File: config.mk
export PLATFORM = sky130hd
export DESIGN_NAME = bcd_scan_ctrl
export DESIGN_NICKNAME = d
export VERILOG_FILES = /design/src/rtl/bcd_disp_pkg.sv /design/src/rtl/bcd11.sv /design/src/rtl/bcd_scan_ctrl.sv
export SDC_FILE = /design/constraint.sdc
export NUM_CORES = 1
export LEC_CHECK = 0
export ABC_AREA = 1
export CAP_MARGIN = 20
export CORE_MARGIN = 10
export CORE_UTILIZATION = 55
export DETAILED_ROUTE_END_ITERATION = 12
export PLACE_DENSITY = 0.79
export SETUP_SLACK_MARGIN = 0.5
export SLEW_MARGIN = 15
export SYNTH_ARGS = -nofsm -noshare
export SYNTH_HDL_FRONTEND = slang
export SYNTH_HIERARCHICAL = 1
export SYNTH_SLANG_ARGS = --single-unit
File: constraint.sdc
create_clock -name clk -period 5.2 [get_ports clk]
set_clock_uncertainty 0.05 [all_clocks]
set_input_delay 1.56 -clock clk [delete_from_list [all_inputs] [get_ports clk]]
set_output_delay 1.56 -clock clk [all_outputs]
set_load 0.05 [all_outputs]
File: src/rtl/bcd_disp_pkg.sv
// Shared seven-segment constants, decode function and load-FSM state type
// for the multiplexed BCD display controller.
package bcd_disp_pkg;

    // Active-low segment patterns, bit order {g,f,e,d,c,b,a}
    localparam logic [6:0] SEG_0   = 7'h40;
    localparam logic [6:0] SEG_1   = 7'h79;
    localparam logic [6:0] SEG_2   = 7'h24;
    localparam logic [6:0] SEG_3   = 7'h30;
    localparam logic [6:0] SEG_4   = 7'h19;
    localparam logic [6:0] SEG_5   = 7'h12;
    localparam logic [6:0] SEG_6   = 7'h02;
    localparam logic [6:0] SEG_7   = 7'h78;
    localparam logic [6:0] SEG_8   = 7'h00;
    localparam logic [6:0] SEG_9   = 7'h10;
    localparam logic [6:0] SEG_OFF = 7'h7F;

    typedef enum logic {IDLE, CONV} ld_state_t;

    function automatic logic [6:0] bcd_to_seg(input logic [3:0] d);
        logic [6:0] s;
        case (d)
            4'd0:    s = SEG_0;
            4'd1:    s = SEG_1;
            4'd2:    s = SEG_2;
            4'd3:    s = SEG_3;
            4'd4:    s = SEG_4;
            4'd5:    s = SEG_5;
            4'd6:    s = SEG_6;
            4'd7:    s = SEG_7;
            4'd8:    s = SEG_8;
            4'd9:    s = SEG_9;
            default: s = SEG_OFF;
        endcase
        return s;
    endfunction

endpackage

File: src/rtl/bcd11.sv
// Combinational 11-bit binary to 4-digit BCD converter (shift-and-add-3).
module bcd11 (
    input  logic [10:0] bin,
    output logic [3:0]  thousands,
    output logic [3:0]  hundreds,
    output logic [3:0]  tens,
    output logic [3:0]  ones
);

    logic [15:0] acc;

    always_comb begin
        acc = '0;
        for (int i = 10; i >= 0; i--) begin
            for (int j = 0; j < 4; j++) begin
                if (acc[4*j +: 4] >= 4'd5)
                    acc[4*j +: 4] = acc[4*j +: 4] + 4'd3;
            end
            acc = {acc[14:0], bin[i]};
        end
    end

    assign thousands = acc[15:12];
    assign hundreds  = acc[11:8];
    assign tens      = acc[7:4];
    assign ones      = acc[3:0];

endmodule

File: src/rtl/bcd_scan_ctrl.sv
// Accepts a binary value over valid/ready, converts it to BCD and scans the
// four digits onto a multiplexed active-low seven-segment display.
module bcd_scan_ctrl
    import bcd_disp_pkg::*;
#(
    parameter int CLK_DIV = 100000,
    parameter bit BLANK   = 1'b1
) (
    input  logic        clk,
    input  logic        rst,
    input  logic        in_valid,
    input  logic [10:0] in_data,
    output logic        in_ready,
    output logic [3:0]  an,
    output logic [6:0]  seg,
    output logic        dp
);

    localparam int DIV_W = (CLK_DIV > 1) ? $clog2(CLK_DIV) : 1;
    localparam logic [DIV_W-1:0] DIV_LAST = DIV_W'(CLK_DIV - 1);

    ld_state_t        state_reg;
    logic [10:0]      in_reg;
    logic             in_ready_reg;
    logic [3:0]       disp_thousands_reg;
    logic [3:0]       disp_hundreds_reg;
    logic [3:0]       disp_tens_reg;
    logic [3:0]       disp_ones_reg;
    logic [DIV_W-1:0] div_cnt_reg;
    logic [1:0]       slot_reg;
    logic [3:0]       an_reg;
    logic [6:0]       seg_reg;

    logic [3:0]  conv_thousands, conv_hundreds, conv_tens, conv_ones;
    logic [15:0] digits;
    logic [3:0]  blank;
    logic [3:0]  cur_digit;

    bcd11 u_bcd11 (
        .bin       (in_reg),
        .thousands (conv_thousands),
        .hundreds  (conv_hundreds),
        .tens      (conv_tens),
        .ones      (conv_ones)
    );

    // Load FSM: one value every two cycles, source holds data until ready
    always_ff @(posedge clk or posedge rst) begin
        if (rst) begin
            state_reg          <= IDLE;
            in_reg             <= '0;
            in_ready_reg       <= 1'b1;
            disp_thousands_reg <= '0;
            disp_hundreds_reg  <= '0;
            disp_tens_reg      <= '0;
            disp_ones_reg      <= '0;
        end else begin
            case (state_reg)
                IDLE: begin
                    if (in_valid && in_ready_reg) begin
                        in_reg       <= in_data;
                        in_ready_reg <= 1'b0;
                        state_reg    <= CONV;
                    end
                end
                CONV: begin
                    disp_thousands_reg <= conv_thousands;
                    disp_hundreds_reg  <= conv_hundreds;
                    disp_tens_reg      <= conv_tens;
                    disp_ones_reg      <= conv_ones;
                    in_ready_reg       <= 1'b1;
                    state_reg          <= IDLE;
                end
                default: state_reg <= IDLE;
            endcase
        end
    end

    always_ff @(posedge clk or posedge rst) begin
        if (rst) begin
            div_cnt_reg <= '0;
            slot_reg    <= '0;
        end else if (div_cnt_reg == DIV_LAST) begin
            div_cnt_reg <= '0;
            slot_reg    <= slot_reg + 2'd1;
        end else begin
            div_cnt_reg <= div_cnt_reg + 1'b1;
        end
    end

    assign digits = {disp_thousands_reg, disp_hundreds_reg, disp_tens_reg, disp_ones_reg};

    // A digit is blank when it and everything above it is zero; ones never blanks
    assign blank[0] = 1'b0;
    generate
        for (genvar gi = 1; gi < 4; gi++) begin : g_blank
            assign blank[gi] = BLANK && (digits[15:4*gi] == '0);
        end
    endgenerate

    assign cur_digit = digits[4*slot_reg +: 4];

    always_ff @(posedge clk or posedge rst) begin
        if (rst) begin
            an_reg  <= 4'b1111;
            seg_reg <= SEG_OFF;
        end else if (blank[slot_reg]) begin
            an_reg  <= 4'b1111;
            seg_reg <= SEG_OFF;
        end else begin
            an_reg  <= ~(4'b0001 << slot_reg);
            seg_reg <= bcd_to_seg(cur_digit);
        end
    end

    assign in_ready = in_ready_reg;
    assign an       = an_reg;
    assign seg      = seg_reg;
    assign dp       = 1'b1;

endmodule

# == Word level (Yosys, flattened, before mapping) ==
# Memories as Yosys holds them, arrays and structs flattened.
# Cells that the tools add are included.
# totals
ff_bits,57
mem_bits_ro,112
output_inout_bits,13
word_cells,80
n_memories,1
# op_classes
n_addsub,17
order_cmp,16
n_eq_ne,2
n_shift,2
mux,24
n_bitwise,2
reduce_logical,5
# memory_table
memory,depth,word_bits,read_ports,rd_ports_with_merged_regs,write_ports,line_no,text
(name not given),16,7,1,0,0,bcd_disp_pkg.sv:22,case (d)
# ops
cell,n
4-bit two-way mux,16
"4-bit by 2-bit adder with 4-bit output, second input constant",12
"4-bit by 3-bit greater-or-equal comparator with 1-bit output, second input constant",12
"17-bit by 1-bit adder with 17-bit output, second input constant",1
"17-bit == test, second input constant",1
17-bit two-way mux,1
16-bit by 5-bit indexed part select with 4-bit output,1
"3-bit by 2-bit adder with 4-bit output, second input constant",3
12-bit zero test,1
"3-bit greater-or-equal comparator, second input constant",3
8-bit zero test,1
7-bit two-way mux,1
4-bit zero test,1
4-bit NOT,1
1-bit case mux with 2 select lines,2
"1-bit by 2-bit << shifter with 4-bit output, first input constant",1
"2-bit by 3-bit less-than comparator with 1-bit output, second input constant",1
1-bit two-way mux,3
"2-bit by 1-bit adder with 2-bit output, second input constant",1
1-bit binary-select mux with 2-bit select,1
"2-bit inequality test, second input constant",1
2-bit AND reduction,1
1-bit logical AND,1
1-bit NOT,1

# == Longest topological paths before layout ==
# depth
ltp_word,16
depth_mapped,49
depth_no_buf,49

# == Hierarchy ==
# The synthesis kept the hierarchy.
# by_module_without_submodules
module,instances,cells_per_inst,area_each_um2
bcd_scan_ctrl,1,344,2842.7
bcd11,1,295,1757.9

# == Worst setup path after synthesis ==
# No wires, ideal clock.
# synth_timing
kind,register to register
from,register in_reg[9]
to,register disp_tens_reg[1]
setup_ns,0.135
t_arrival_ns,4.920
required_time_ns,5.015
slack_ns,0.094
stages_incl_launch_ff,48
n_path_buf,0
period_less_slack_ns,5.106
cell_sequence,dfrtp_1 inv_1 ha_1 nand2_2 nand2_1 nand2_1 nand2_2 ha_1 inv_1 nand2_1 nand3_2 nand2_2 nand2_1 nand2_1 ha_1 inv_1 nor2_1 inv_1 [12 not listed] ha_1 nand3_1 nand4_1 nand2_1 inv_1 ha_1 nand3_1 nand2_1 clkinv_1 nand2_1 nand2_2 nand3_4 nand2_4 nand2_2 nand2_1 nand2_1 nand2_1 o21ai_0
# synth_between
elab_chain_cells,16
# synth_rtl
element,line_no,text
from (decl),bcd_scan_ctrl.sv:23,logic [10:0] in_reg;
from (signal assigned),bcd_scan_ctrl.sv:61,in_reg <= in_data;
3-bit by 2-bit adder with 4-bit output or 3-bit greater-or-equal comparator (tied branches),"bcd11.sv:17, bcd11.sv:16",
4-bit two-way mux (*),bcd11.sv:16,if (acc[4*j +: 4] >= 4'd5)
4-bit by 2-bit adder with 4-bit output or 4-bit by 3-bit greater-or-equal comparator with 1-bit output (tied branches),"bcd11.sv:17, bcd11.sv:16",
4-bit two-way mux,bcd11.sv:16,
4-bit by 3-bit greater-or-equal comparator with 1-bit output or 4-bit by 2-bit adder with 4-bit output (tied branches),"bcd11.sv:16, bcd11.sv:17",
4-bit two-way mux,bcd11.sv:16,
"4-bit by 2-bit adder with 4-bit output, or another cell as far along",bcd11.sv:17,acc[4*j +: 4] = acc[4*j +: 4] + 4'd3;
4-bit two-way mux,bcd11.sv:16,
4-bit by 2-bit adder with 4-bit output or 4-bit by 3-bit greater-or-equal comparator with 1-bit output (tied branches),"bcd11.sv:17, bcd11.sv:16",
4-bit two-way mux,bcd11.sv:16,
4-bit by 3-bit greater-or-equal comparator with 1-bit output or 4-bit by 2-bit adder with 4-bit output (tied branches),"bcd11.sv:16, bcd11.sv:17",
4-bit two-way mux,bcd11.sv:16,
4-bit by 2-bit adder with 4-bit output or 4-bit by 3-bit greater-or-equal comparator with 1-bit output (tied branches),"bcd11.sv:17, bcd11.sv:16",
4-bit two-way mux,bcd11.sv:16,
4-bit by 2-bit adder with 4-bit output or 4-bit by 3-bit greater-or-equal comparator with 1-bit output (tied branches),"bcd11.sv:17, bcd11.sv:16",
4-bit two-way mux (*),bcd11.sv:16,
net conv_tens[1],bcd_scan_ctrl.sv:34,"logic [3:0] conv_thousands, conv_hundreds, conv_tens, conv_ones;"
to (signal assigned),bcd_scan_ctrl.sv:69,disp_tens_reg <= conv_tens;
to (decl),bcd_scan_ctrl.sv:27,logic [3:0] disp_tens_reg;
# Mark *: on every way through the listed nets, which the timed path passes. The rest lies on a longest branch.
# A chain may end at the register's enable or synchronous reset.

# == Final worst setup path ==
# layout_timing
from,register in_reg[8]
to,register disp_tens_reg[2]
# layout_between
elab_chain_cells,16
# layout_rtl
element,line_no
3-bit by 2-bit adder with 4-bit output or 3-bit greater-or-equal comparator (tied branches),"bcd11.sv:17, bcd11.sv:16"
4-bit two-way mux (*),bcd11.sv:16
4-bit by 2-bit adder with 4-bit output or 4-bit by 3-bit greater-or-equal comparator with 1-bit output (tied branches),"bcd11.sv:17, bcd11.sv:16"
4-bit two-way mux,bcd11.sv:16
4-bit by 2-bit adder with 4-bit output or 4-bit by 3-bit greater-or-equal comparator with 1-bit output (tied branches),"bcd11.sv:17, bcd11.sv:16"
4-bit two-way mux,bcd11.sv:16
"4-bit by 3-bit greater-or-equal comparator with 1-bit output, or another cell as far along",bcd11.sv:16
4-bit two-way mux,bcd11.sv:16
4-bit by 2-bit adder with 4-bit output or 4-bit by 3-bit greater-or-equal comparator with 1-bit output (tied branches),"bcd11.sv:17, bcd11.sv:16"
4-bit two-way mux,bcd11.sv:16
4-bit by 2-bit adder with 4-bit output or 4-bit by 3-bit greater-or-equal comparator with 1-bit output (tied branches),"bcd11.sv:17, bcd11.sv:16"
4-bit two-way mux,bcd11.sv:16
4-bit by 2-bit adder with 4-bit output or 4-bit by 3-bit greater-or-equal comparator with 1-bit output (tied branches),"bcd11.sv:17, bcd11.sv:16"
4-bit two-way mux,bcd11.sv:16
4-bit by 2-bit adder with 4-bit output or 4-bit by 3-bit greater-or-equal comparator with 1-bit output (tied branches),"bcd11.sv:17, bcd11.sv:16"
4-bit two-way mux (*),bcd11.sv:16
net conv_tens[2],bcd_scan_ctrl.sv:34
# Marked as above.

==> results.ini <==
[sta]
finalMaxSlewViolations=0
rsz0062_at_grt=true
finalCriticalPeriod_ns=4.80
fmax_ghz=0.208
finalCritPeriodShare_pct=92.4
holdWs_ns=0.414
tns_ns=0
slew_headroom_pct=54.0
setup_viol=0
worst_slew_pin_slew_ns=0.689
timing_hold_violations_final=0

[worst_setup_path]
crit_fanout=5
slowest_stage=dfrtp_2
cp_data_required_time_ns=5.35
ff2ff_setup_slack_ns=0.40
worstSetupPathType=reg2reg
path_common_cell=nand2_4
crit_path_start_kind=register
arrival_ns=4.95
worstSetupEndpointType=register
max_stage_delay_ns=0.45

[synthesis]
netlist_instances=639
synth_common_cells=nand2_1, inv_1, nand3_1, dfrtp_1
yosysSeqAreaShare_pct=32.4
yosysTopAreaCell=dfrtp_1
async_flop_share_pct=100
synth.distinct_cells=40
synth_seq_cells=59
synth_area_leaders=dfrtp_1, nand2_1, inv_1, nand3_1, dfstp_2
netlist_area_um2=4600
synth_edf_count=0
yosys_most_used_dff=dfrtp_1
synth_most_common_cell=nand2_1
syn_avg_cell_area_um2=7.20
yosys_warnings=6
netlist.area_leader.share_pct=25.6

[route]
vias_per_cell=5.11
wl_per_cell_um=13.3
antenna_left=0
wirelength_um=10700
drtPass1Iterations=5
drt_iter0_drc=187
vias=4114
drc_errors=0

[clock_network]
clockBufferDepth=2
cts-htree-levels=3
root_buffer=clkbuf_8
clk_pin_slew_ns=0.08
cts_tree=yes
cts_hold_buf=0
cts_inserted_buffers=9
clk_latency_ns=0.34
clkSinkCount=59

[floorplanning]
rows=33
fp.coreArea_um2=8180
start_util_pct=56.3
die_w_um=111
io-pin-count=27
die_area_um2=12400
die_h_um=111

[grt]
grt-ovfl-total=0
antenna_found_initial=0
grt_usage_pct=16.6
grt_pass1_wl_um=18000
grt_start_max_net_pins=34
first_global_vias=4120

[placed_design]
io_buffers=25
dpl.cell_count=760
dp_hpwl_um=7310
place.gp.congestion=0.923

[cells_and_area]
drive_above_1_share_pct=29.1
final_cells=805
syn2layout_area_growth_pct=25.8
fin_nets=730
antenna_cells=0
largest_register_ffs=17

[flow_run]
cap_violations=0

[outcome]
status=complete, no violations

[worst_hold_path]
worstHoldPathType=reg2reg

[final timing paths]
path / from / cells after the start / end
worst max-delay path: in_reg[8] / 48 / disp_tens_reg[2]
worst min-delay path: div_cnt_reg[0] / 1 / div_cnt_reg[0]
worst max register to register: in_reg[8] / 48 / disp_tens_reg[2]
worst min register to register: div_cnt_reg[0] / 1 / div_cnt_reg[0]
max in group asynchronous: rst / 3 / disp_tens_reg[2]
min in group asynchronous: rst / 2 / state_reg
[repair_timing]
item	CTS	global route
endpoints found under the setup margin	8	12
buffers inserted	23	6
gates resized for setup	32	34
cloned	0	0
pin swaps	24	18
[cells by family after synthesis]
| kind of cell | share of synthesized area (%) |
|---|---|
| simple gates | 43.6 |
| buf+inv | 10.0 |
| flops | 32.4 |
| compound gates | 5.39 |
| fa+ha+maj | 5.71 |
| xor+xnor | 2.69 |
| other cells | 0.163 |
[routing by layer]
layer	share of wire [%]	vias to the layer above	GRT usage [%]
li1	-	2088	-
met1	41	1940	18.1
met2	54	70	31.2
met3	2.7	16	3.38
met4	1.4	0	5.14
met5	0	-	0
[critical path: cells and delay by family (launching register included)]
family / cells / cell delay [ns]
buf+inv: 6 / 0.35
flops: 1 / 0.45
fa+ha+maj: 7 / 1.11
simple gates: 33 / 2.50
compound gates: 2 / 0.19
[stage by stage]
step / util [%] / instance area, µm² / worst slack, ns
5_1_grt: 70.8 / 5790 / 0.0886
3_3_place_gp: 61.6 / 5040 / 0.269
2_1_floorplan: - / 4720 / 0.472
4_1_cts: 68.4 / 5590 / 0.503
3_5_place_dp: 61.6 / 5040 / 0.00565
6_report: 70.8 / 5790 / 0.397
[cell type report]
cell class,instances,area [µm²]
clock buffers,9,124
clock inverters,7,100
fillers,610,2390
inverters,101,399
multi-input cells,469,3050
flip-flops and latches,59,1490
well taps,105,131
repair buffers,55,488
[cell usage in the layout, fill, tap and decap left out, drive strengths merged]
master / count
dfrtp: 47
nand2: 260
nand3: 80
nor3: 1
clkinv: 8
a31o: 1
clkdlybuf4s50: 25
o21bai: 1
nand4: 15
dfstp: 12
and2: 3
inv: 98
a21o: 2
o211ai: 1
bufinv: 2
a21boi: 1
xnor2: 1
o21ai: 25
nor2: 40
ha: 21
clkbuf: 9
conb: 3
buf: 30
xor2: 11
a21oi: 3
Power is left out: the tool's default activity adds up to more than one toggle a clock period on the data nets, which glitch-free logic cannot reach.
